## config.mk

```make
export PLATFORM = sky130hd
export DESIGN_NAME = axis_conv3x3
export DESIGN_NICKNAME = d
export VERILOG_FILES = /design/src/rtl/conv3x3_pkg.sv /design/src/rtl/conv3x3_round_clamp.sv /design/src/rtl/axis_conv3x3.sv
export SDC_FILE = /design/constraint.sdc
export NUM_CORES = 2
export LEC_CHECK = 0
export CAP_MARGIN = 20
export CORE_MARGIN = 1.5
export CORE_UTILIZATION = 65
export CTS_BUF_LIST = sky130_fd_sc_hd__clkbuf_16
export CTS_CLUSTER_DIAMETER = 80
export CTS_CLUSTER_SIZE = 28
export DETAILED_ROUTE_END_ITERATION = 7
export GPL_ROUTABILITY_DRIVEN = 0
export HOLD_SLACK_MARGIN = 0.03
export PLACE_DENSITY = 0.88
export SLEW_MARGIN = 20
export SYNTH_ARGS = -nofsm -noshare
export SYNTH_HDL_FRONTEND = slang
export SYNTH_SLANG_ARGS = --single-unit
```

## constraint.sdc

```tcl
create_clock -name axis_aclk -period 21.8 [get_ports axis_aclk]
set_clock_uncertainty 0.15 [all_clocks]
set_input_delay 3.27 -clock axis_aclk [delete_from_list [all_inputs] [get_ports axis_aclk]]
set_output_delay 3.27 -clock axis_aclk [all_outputs]
set_load 0.03 [all_outputs]
```

## src/rtl/conv3x3_pkg.sv

```systemverilog
// Shared constants and kernel type for the 3x3 convolution engine.
package conv3x3_pkg;

    localparam int PIX_W   = 12;
    localparam int COEF_W  = 8;
    localparam int NTAPS   = 9;
    localparam int PROD_W  = 21;
    localparam int SUM_W   = 25;
    localparam int SHIFT_W = 4;
    localparam int PIX_MAX = 4095;

    typedef struct packed {
        logic [NTAPS-1:0][COEF_W-1:0] coef;
        logic [SHIFT_W-1:0]           shift;
    } kernel_t;

    // Centre tap (k=4) is 1, all others 0, no shift.
    localparam kernel_t KERNEL_IDENT = '{coef: 72'h000000000100000000, shift: 4'd0};

endpackage

```

## src/rtl/conv3x3_round_clamp.sv

```systemverilog
// Output stage datapath: round-half-up, arithmetic right shift, clamp to pixel range.
module conv3x3_round_clamp
    import conv3x3_pkg::*;
(
    input  logic signed [SUM_W-1:0]   sum_i,
    input  logic        [SHIFT_W-1:0] shift_i,
    output logic        [PIX_W-1:0]   pix_o,
    output logic                      sat_o
);

    localparam logic signed [SUM_W:0] RND_ONE = (SUM_W+1)'(1);
    localparam logic signed [SUM_W:0] MAX_S   = (SUM_W+1)'(PIX_MAX);

    function automatic logic signed [SUM_W:0] round_shift(
        input logic signed [SUM_W-1:0]   s,
        input logic        [SHIFT_W-1:0] sh
    );
        logic signed [SUM_W:0] t;
        logic signed [SUM_W:0] rnd;
        t   = {s[SUM_W-1], s};
        rnd = '0;
        if (sh != '0)
            rnd = RND_ONE << (sh - 1'b1);
        t = t + rnd;
        return t >>> sh;
    endfunction

    function automatic logic [PIX_W-1:0] clamp_pix(input logic signed [SUM_W:0] v);
        if (v[SUM_W])
            return '0;
        else if (v > MAX_S)
            return PIX_W'(PIX_MAX);
        else
            return v[PIX_W-1:0];
    endfunction

    function automatic logic is_sat(input logic signed [SUM_W:0] v);
        return v[SUM_W] || (v > MAX_S);
    endfunction

    logic signed [SUM_W:0] shifted;

    always_comb begin
        shifted = round_shift(sum_i, shift_i);
        pix_o   = clamp_pix(shifted);
        sat_o   = is_sat(shifted);
    end

endmodule

```

## src/rtl/axis_conv3x3.sv

```systemverilog
// AXI4-Stream 3x3 convolution: one window in, one clamped pixel out, 3-stage pipe
// with a drain-then-swap coefficient shadow register.
module axis_conv3x3
    import conv3x3_pkg::*;
#(
    parameter int C_AXIS_TDATA_WIDTH = 108,
    parameter int M_AXIS_TDATA_WIDTH = 16,
    parameter int CNT_W              = 16
) (
    input  logic                            axis_aclk,
    input  logic                            axis_reset,
    input  logic [C_AXIS_TDATA_WIDTH-1:0]   s00_axis_tdata,
    input  logic                            s00_axis_tvalid,
    output logic                            s00_axis_tready,
    input  logic                            s00_axis_tlast,
    output logic [M_AXIS_TDATA_WIDTH-1:0]   m00_axis_tdata,
    output logic [M_AXIS_TDATA_WIDTH/8-1:0] m00_axis_tstrb,
    output logic                            m00_axis_tvalid,
    input  logic                            m00_axis_tready,
    output logic                            m00_axis_tlast,
    input  logic [NTAPS*COEF_W-1:0]         coef_data,
    input  logic [SHIFT_W-1:0]              coef_shift,
    input  logic                            coef_wr,
    output logic [CNT_W-1:0]                beat_count,
    output logic [CNT_W-1:0]                frame_count,
    output logic [CNT_W-1:0]                sat_count
);

    logic    en, accept, apply;
    kernel_t active_q, shadow_q;
    logic    pending_q;

    logic                      vld_p1_q, vld_p2_q, vld_p3_q;
    logic                      last_p1_q, last_p2_q, last_p3_q;
    logic        [SHIFT_W-1:0] shift_p1_q, shift_p2_q;
    logic signed [PROD_W-1:0]  prod_p1_d [NTAPS];
    logic signed [PROD_W-1:0]  prod_p1_q [NTAPS];
    logic signed [SUM_W-1:0]   sum_p2_d, sum_p2_q;
    logic        [PIX_W-1:0]   pix_p3_d, pix_p3_q;
    logic                      sat_p3_d;
    logic        [CNT_W-1:0]   beat_q, frame_q, sat_q;

    assign en              = ~vld_p3_q | m00_axis_tready;
    assign s00_axis_tready = en & ~pending_q;
    assign accept          = s00_axis_tvalid & s00_axis_tready;
    assign apply           = pending_q & ~(vld_p1_q | vld_p2_q | vld_p3_q);

    // Stage 1: unsigned pixel (zero-extended) times signed coefficient
    always_comb begin
        for (int k = 0; k < NTAPS; k++) begin
            prod_p1_d[k] = $signed({{(PROD_W-PIX_W){1'b0}}, s00_axis_tdata[k*PIX_W +: PIX_W]})
                         * $signed({{(PROD_W-COEF_W){active_q.coef[k][COEF_W-1]}}, active_q.coef[k]});
        end
    end

    // Stage 2: sum of products
    always_comb begin
        sum_p2_d = '0;
        for (int k = 0; k < NTAPS; k++)
            sum_p2_d = sum_p2_d + SUM_W'(prod_p1_q[k]);
    end

    // Stage 3: round, shift, clamp
    conv3x3_round_clamp u_round_clamp (
        .sum_i   (sum_p2_q),
        .shift_i (shift_p2_q),
        .pix_o   (pix_p3_d),
        .sat_o   (sat_p3_d)
    );

    always_ff @(posedge axis_aclk) begin
        if (en) begin
            prod_p1_q  <= prod_p1_d;
            last_p1_q  <= s00_axis_tlast;
            shift_p1_q <= active_q.shift;
            sum_p2_q   <= sum_p2_d;
            last_p2_q  <= last_p1_q;
            shift_p2_q <= shift_p1_q;
        end
    end

    always_ff @(posedge axis_aclk) begin
        if (axis_reset) begin
            vld_p1_q  <= 1'b0;
            vld_p2_q  <= 1'b0;
            vld_p3_q  <= 1'b0;
            pix_p3_q  <= '0;
            last_p3_q <= 1'b0;
            beat_q    <= '0;
            frame_q   <= '0;
            sat_q     <= '0;
            pending_q <= 1'b0;
            active_q  <= KERNEL_IDENT;
            shadow_q  <= KERNEL_IDENT;
        end else begin
            if (en) begin
                vld_p1_q <= accept;
                vld_p2_q <= vld_p1_q;
                vld_p3_q <= vld_p2_q;
                if (vld_p2_q) begin
                    pix_p3_q  <= pix_p3_d;
                    last_p3_q <= last_p2_q;
                end
            end
            if (en && vld_p2_q && sat_p3_d && (sat_q != '1))
                sat_q <= sat_q + CNT_W'(1);
            if (accept) begin
                beat_q <= beat_q + CNT_W'(1);
                if (s00_axis_tlast)
                    frame_q <= frame_q + CNT_W'(1);
            end
            // A write landing on the apply cycle keeps pending so the newer shadow follows.
            if (coef_wr) begin
                shadow_q  <= {coef_data, coef_shift};
                pending_q <= 1'b1;
            end else if (apply) begin
                pending_q <= 1'b0;
            end
            if (apply)
                active_q <= shadow_q;
        end
    end

    assign m00_axis_tdata  = M_AXIS_TDATA_WIDTH'(pix_p3_q);
    assign m00_axis_tstrb  = '1;
    assign m00_axis_tvalid = vld_p3_q;
    assign m00_axis_tlast  = last_p3_q;
    assign beat_count      = beat_q;
    assign frame_count     = frame_q;
    assign sat_count       = sat_q;

endmodule

```

======== Yosys cells after proc, flatten, opt, wreduce, memory -nomap -nowiden ========
Index checks and enable logic that the tools add are counted.
storage, ports and cells
  bits in registers ....................... 441
  output and inout bits ................... 69
operators by class
  add/subtract/negate cells ............... 13
  multiply operators ...................... 9
  $lt $le $gt $ge ......................... 1
  eq/ne operators ......................... 1
  shift-type cells ........................ 2
  muxes and demuxes ....................... 5
  bitwise logic cells ..................... 9
  reductions and logical operators ........ 8
operators with widths
  operator               count
  $mul 13x8->21          9
  $add 25x21->25         4
  $add 16x1->16 const B  3
  $add 25x26->26         1
  $gt 26x13->1 const B   1
  $mux 26                1
  $shl 1x4->26 const A   1
  $sshr 26x4->26         1
  $add 24x21->25         1
  $add 23x21->24         1
  $mux 12                2
  $add 22x21->23         1
  $add 21x21->22         1
  $ne 16x16->1 const B   1
  $reduce_and 2->1       2
  $reduce_bool 4->1      1
  $sub 4x1->4 const B    1
  $and 1x1->1            3
  $logic_and 1x1->1      3
  $not 1->1              3
  $or 1x1->1             3
  $mux 1                 2
  $reduce_bool 2->1      1
  $logic_or 1x1->1       1

======== Logic depth before layout (Yosys ltp) ========
  depth in word-level cells ............... 9
  depth in mapped cells ................... 24
  depth with buffers taken out ............ 24

======== Cells and area by module ========
Synthesis repeated with hierarchy kept, for this count alone.
second synthesis, totals
  cell total of the unflattened synthesis .. 5550
  area total of the unflattened synthesis .. 51735.9 sq um
modules (own cells, without submodules)
  module               times used  cells an instance  area each (sq um)  seq. area each (sq um)
  axis_conv3x3         1           5096               48763.0            11070.6
  conv3x3_round_clamp  1           454                2972.9             0.0

======== Worst setup path before layout ========
No wires, ideal clock.
  path type ............................... input to register
  from .................................... input port m00_axis_tready
  to ...................................... register sat_q[13], in the netlist sat_count[13]
  data arrival time ....................... 10.000 ns
  data required time ...................... 21.580 ns
  slack ................................... 11.579 ns
  stages .................................. 7
  cell sequence ........................... nor2b_1 > inv_1 > nand2_1 > a211o_4 > or4_4 > or3_1 > a21oi_1
between the ends
  word-level cells in the longest chain between the ends .. 4
RTL lines
  what                            line                 source
  start, declared                 axis_conv3x3.sv:19   input logic m00_axis_tready,
  $or 1x1->1                      axis_conv3x3.sv:43   assign en = ~vld_p3_q | m00_axis_tready;
  $logic_and 1x1->1 (3 in a row)  axis_conv3x3.sv:105  if (en && vld_p2_q && sat_p3_d && (sat_q != '1))
  end signal, assigned            axis_conv3x3.sv:106  sat_q <= sat_q + CNT_W'(1);
  end, declared                   axis_conv3x3.sv:41   logic [CNT_W-1:0] beat_q, frame_q, sat_q;
No other way between the ends.
A chain may end at the register's enable or synchronous reset.

==> results.md <==
* Status: complete, but fails checks
* Violated checks: design-rule violations
* Net Sw Power at between 0.001 and 0.0015 W
* Netlist cell types at between 80 and 90
* CP Data Required Time at about 22 ns
* Most frequent cell after synthesis: inv_1
* CP Data Arrival Time at about 9.0 ns
* Kind of critical path: input pin to flip-flop
* Worst flop-to-flop path startpoint: active_q[67]$_SDFFE_PP0P_
* Leakage Power at approximately 26 nW
* Critical path buffers and inverters at 4
* Worst Tran Pin Value at 1.10 ns
* EDFF count, synth at between 200 and 250
* Final Max Slew Viols at 0
* Cell-internal power at around 0.0019 W
* Fin crit period at 8.71 ns
* CP Cell Sequence: clkdlybuf4s50_1 -> nand2_1 -> fa_1 -> fa_1 -> inv_1 -> fa_1 -> inv_1 -> fa_1 -> inv_1 -> ha_1 -> o21ai_0 -> a21boi_0 -> o21ai_0 -> a21boi_0 -> o21ai_0 -> a21boi_0 -> o21ai_0 -> a21oi_1 -> nand4_1 -> nand4b_1 -> a21oi_1 -> xnor2_1
* RSZ-0062 raised after global routing: no
* Final setup viols at 0
* Wirelength per Cell at about 19 um
* Residual DRC at 6
* Syn_area_per_cell at between 9 and 10 sq um
* Cell count along the critical path at 22
* Setup repair bufs after CTS at 0
* Hold WC Path Type: flip-flop to flip-flop
* Synthesized area at between 0.05 and 0.06 sq mm
* Total gr overflow at 0
* DR pass1 iterations at 8
* Deepest clock path buffer count at 3
* Worst Reg-to-Reg Cells at 21
* Skew-Pair Late Insertion Delay at 0.67 ns
* TritonCTS clock tree: yes
* Setup crit end kind: flip-flop
* Mapped Cells at 5257
* Cell Rows at a little over 100
* M1 WL at about 45 mm
* CP max stage delay at approximately 0.67 ns
* Total clock buffers created by CTS at 31
* Fmax achieved at between 100 and 150 MHz
* Post-DRT Antenna Nets at 0
* Max H-tree Level at 1
* Slew HR at roughly a quarter
* Fillers at 5196
* First-pass GRT wire length at 196 mm
* Leading area contributor after synthesis: fa_1
* Synth top cells by count: inv_1 (959), fa_1 (700), nand2_1 (550)
* Port Buf Inserts at roughly 250
* Top-area cell type share of the netlist area at ~28%
* Die area at about 0.079 sq mm
* Register clock-pin slew on the reported worst setup and hold paths at roughly 0.10 ns
* Max-Cap Viols at 0
* Hold Fails Final Rpt at 0
* Clock tree sinks at 441
* Post-DP HPWL at around 96 mm
* Io pins at 259
* Root Driver: clkbuf_16
* Worst-path fanout max at 8
* Setup crit start: s00_axis_tdata[31]
* Post-DR vias/cell at roughly 5.7
* Sequential fraction of the synthesis area at 22.1%
* Met2 routed WL at approximately 60 mm
* Clock Power Share at 21.7%
* Drt total wl at between 100 and 150 mm
* Share of flip-flops with an asynchronous set or reset at 0%
* Vias in the first global route at roughly 38000
* Die X at between 200 and 300 um
* CP endpoint: prod_p1_q[146]$_DFFE_PN_
* Area of the multi-input gates at 0.0347 sq mm
* P per Cell Area at 57.3 mW/mm^2
* Routed vias at between 30000 and 40000
* Hold buffer count at CTS at 0
* Register area at 0.0111 sq mm
* Sw frac at roughly two fifths
* Peak supply drop at approximately 0.11 mV
* Area grow syn2layout at 8.99%
* Initial drt markers at between 2000 and 3000
* Post-cts resize count at 0
* Fraction of layout cells with a size suffix above 1 at approximately 2.1%
* Comb pwr share at 43.7%
* All-layer global routing usage at 31.3%
* Die height at 280 um
* Core ar. at approximately 0.076 sq mm
* CP Launch Type: input pin
* Fin crit share at between 30% and 40%
* Setup total negative slack at 0 ns
* Top_reg_cell synth: edfxtp_1
* Cell family with most CP delay: adder cells
* CP max stage cell: clkdlybuf4s50_1
* Reg power frac at 34.6%
* DR top layer: met5
* Initial antenna violation count at 10
* Hold Slack at 0.268 ns
* Minimum setup slack among reg-to-reg paths at about 16 ns
* Synth top area cells: fa_1 (28%), edfxtp_1 (13%), ha_1 (13%)
* Largest net degree at the start of global routing at a little over 80
* Number of synthesized register bits at between 400 and 500
* Reg2reg end: prod_p1_q[41]$_DFFE_PN_
* Starting Density at 65.8%
* DR WL met3 at about 8.8 mm
* Synth warn at 0
* Final nets at a little under 7000
layout by cell type, fill, tap and decap left out, drive strengths merged, types with 104 or more instances in the layout:
cell type / synthesis / layout
a21oi: 206 / 206
edfxtp: 224 / 224
nand2: 550 / 550
xnor2: 135 / 135
fa: 700 / 700
and2: 493 / 493
inv: 960 / 976
dfxtp: 217 / 217
nand2b: 104 / 104
nor2: 272 / 272
clkdlybuf4s50: 0 / 250
o21ai: 108 / 108
ha: 503 / 503
state kept, by name, summed over array words and instances, names as in the netlist, 4 cells and up:
register and count:
active_q 76, shadow_q 76, shift_p2_q 4, beat_count 16, pix_p3_q 12, frame_count 16
sat_count 16, prod_p1_q 189, sum_p2_q 25, shift_p1_q 4
cell type report:
cell class / instances / area share (%)
inverters: 962 / 6.63
clock buffers: 32 / 1.47
flip-flops and latches: 441 / 20.3
well taps: 1030 / 2.36
clock inverters: 26 / 0.755
multi-input cells: 3689 / 63.6
diodes: 8 / 0.0367
repair buffers: 265 / 4.80
tightest hold or removal path: stages (launching register included):
cell,delay (ns)
dfxtp_1,0.31
nand2_1,0.05
a21oi_1,0.05
layer usage:
| layer | track usage (%) | vias up |
|---|---|---|
| li1 | - | 16800 |
| met1 | 38.5 | 18200 |
| met2 | 54.2 | 1510 |
| met3 | 5.15 | 378 |
| met4 | 14.2 | 4 |
| met5 | 0 | - |
cell families (layout without fill, tap and decap cells):
logic type / Yosys count / count (layout) / synth area share (%)
flip-flops: 441 / 441 / 22.1
buffers and inverters: 1132 / 1285 / 8.57
adder cells (fa/ha/maj): 1203 / 1203 / 40.6
AND/OR/NAND/NOR: 1659 / 1659 / 16.4
other: 2 / 15 / 0.0150
AO/OA/AOI/OAI: 521 / 521 / 6.50
XOR/XNOR: 187 / 187 / 3.27
multiplexers: 112 / 112 / 2.49
power by group through the flow:
stage	logic (W)	clock network [W]	registers (W)
after detailed placement	0.00132	0	0.00109
final	0.00137	0.000680	0.00108
after global routing	0.00151	0.000715	0.00109
after CTS	0.00134	0.000687	0.00108
after global placement	0.00123	0	0.00109
after floorplan	0.000982	0	0.00105
per-stage QoR:
step	utilization (%)	cells	setup slack (ns)	cell area, sq um	power, W
after detailed placement	70.1	6387	12.56	53300	0.00241
after CTS	71.7	6445	13.19	54500	0.00310
after floorplan	-	5262	11.58	50100	0.00203
after global routing	71.7	6452	12.72	54500	0.00331
after global placement	70.1	6387	12.90	53300	0.00232
final	71.7	6453	13.09	54500	0.00313
worst min-delay path by stage:
stage / startpoint / end / slack, ns / cells past startpoint
floorplan: last_p1_q$_DFFE_PN_ / last_p2_q$_DFFE_PN_ / 0.25 / 0
global placement: shift_p1_q[2]$_DFFE_PN_ / shift_p2_q[2]$_DFFE_PN_ / 0.25 / 0
detailed placement: shift_p1_q[1]$_DFFE_PN_ / shift_p2_q[1]$_DFFE_PN_ / 0.26 / 0
CTS: shadow_q[45]$_SDFFE_PP0P_ / active_q[45]$_SDFFE_PP0P_ / 0.26 / 2
global route: shadow_q[45]$_SDFFE_PP0P_ / active_q[45]$_SDFFE_PP0P_ / 0.29 / 2
finish: shadow_q[45]$_SDFFE_PP0P_ / active_q[45]$_SDFFE_PP0P_ / 0.27 / 2
No activity file was read; power rests on OpenSTA's default activity.
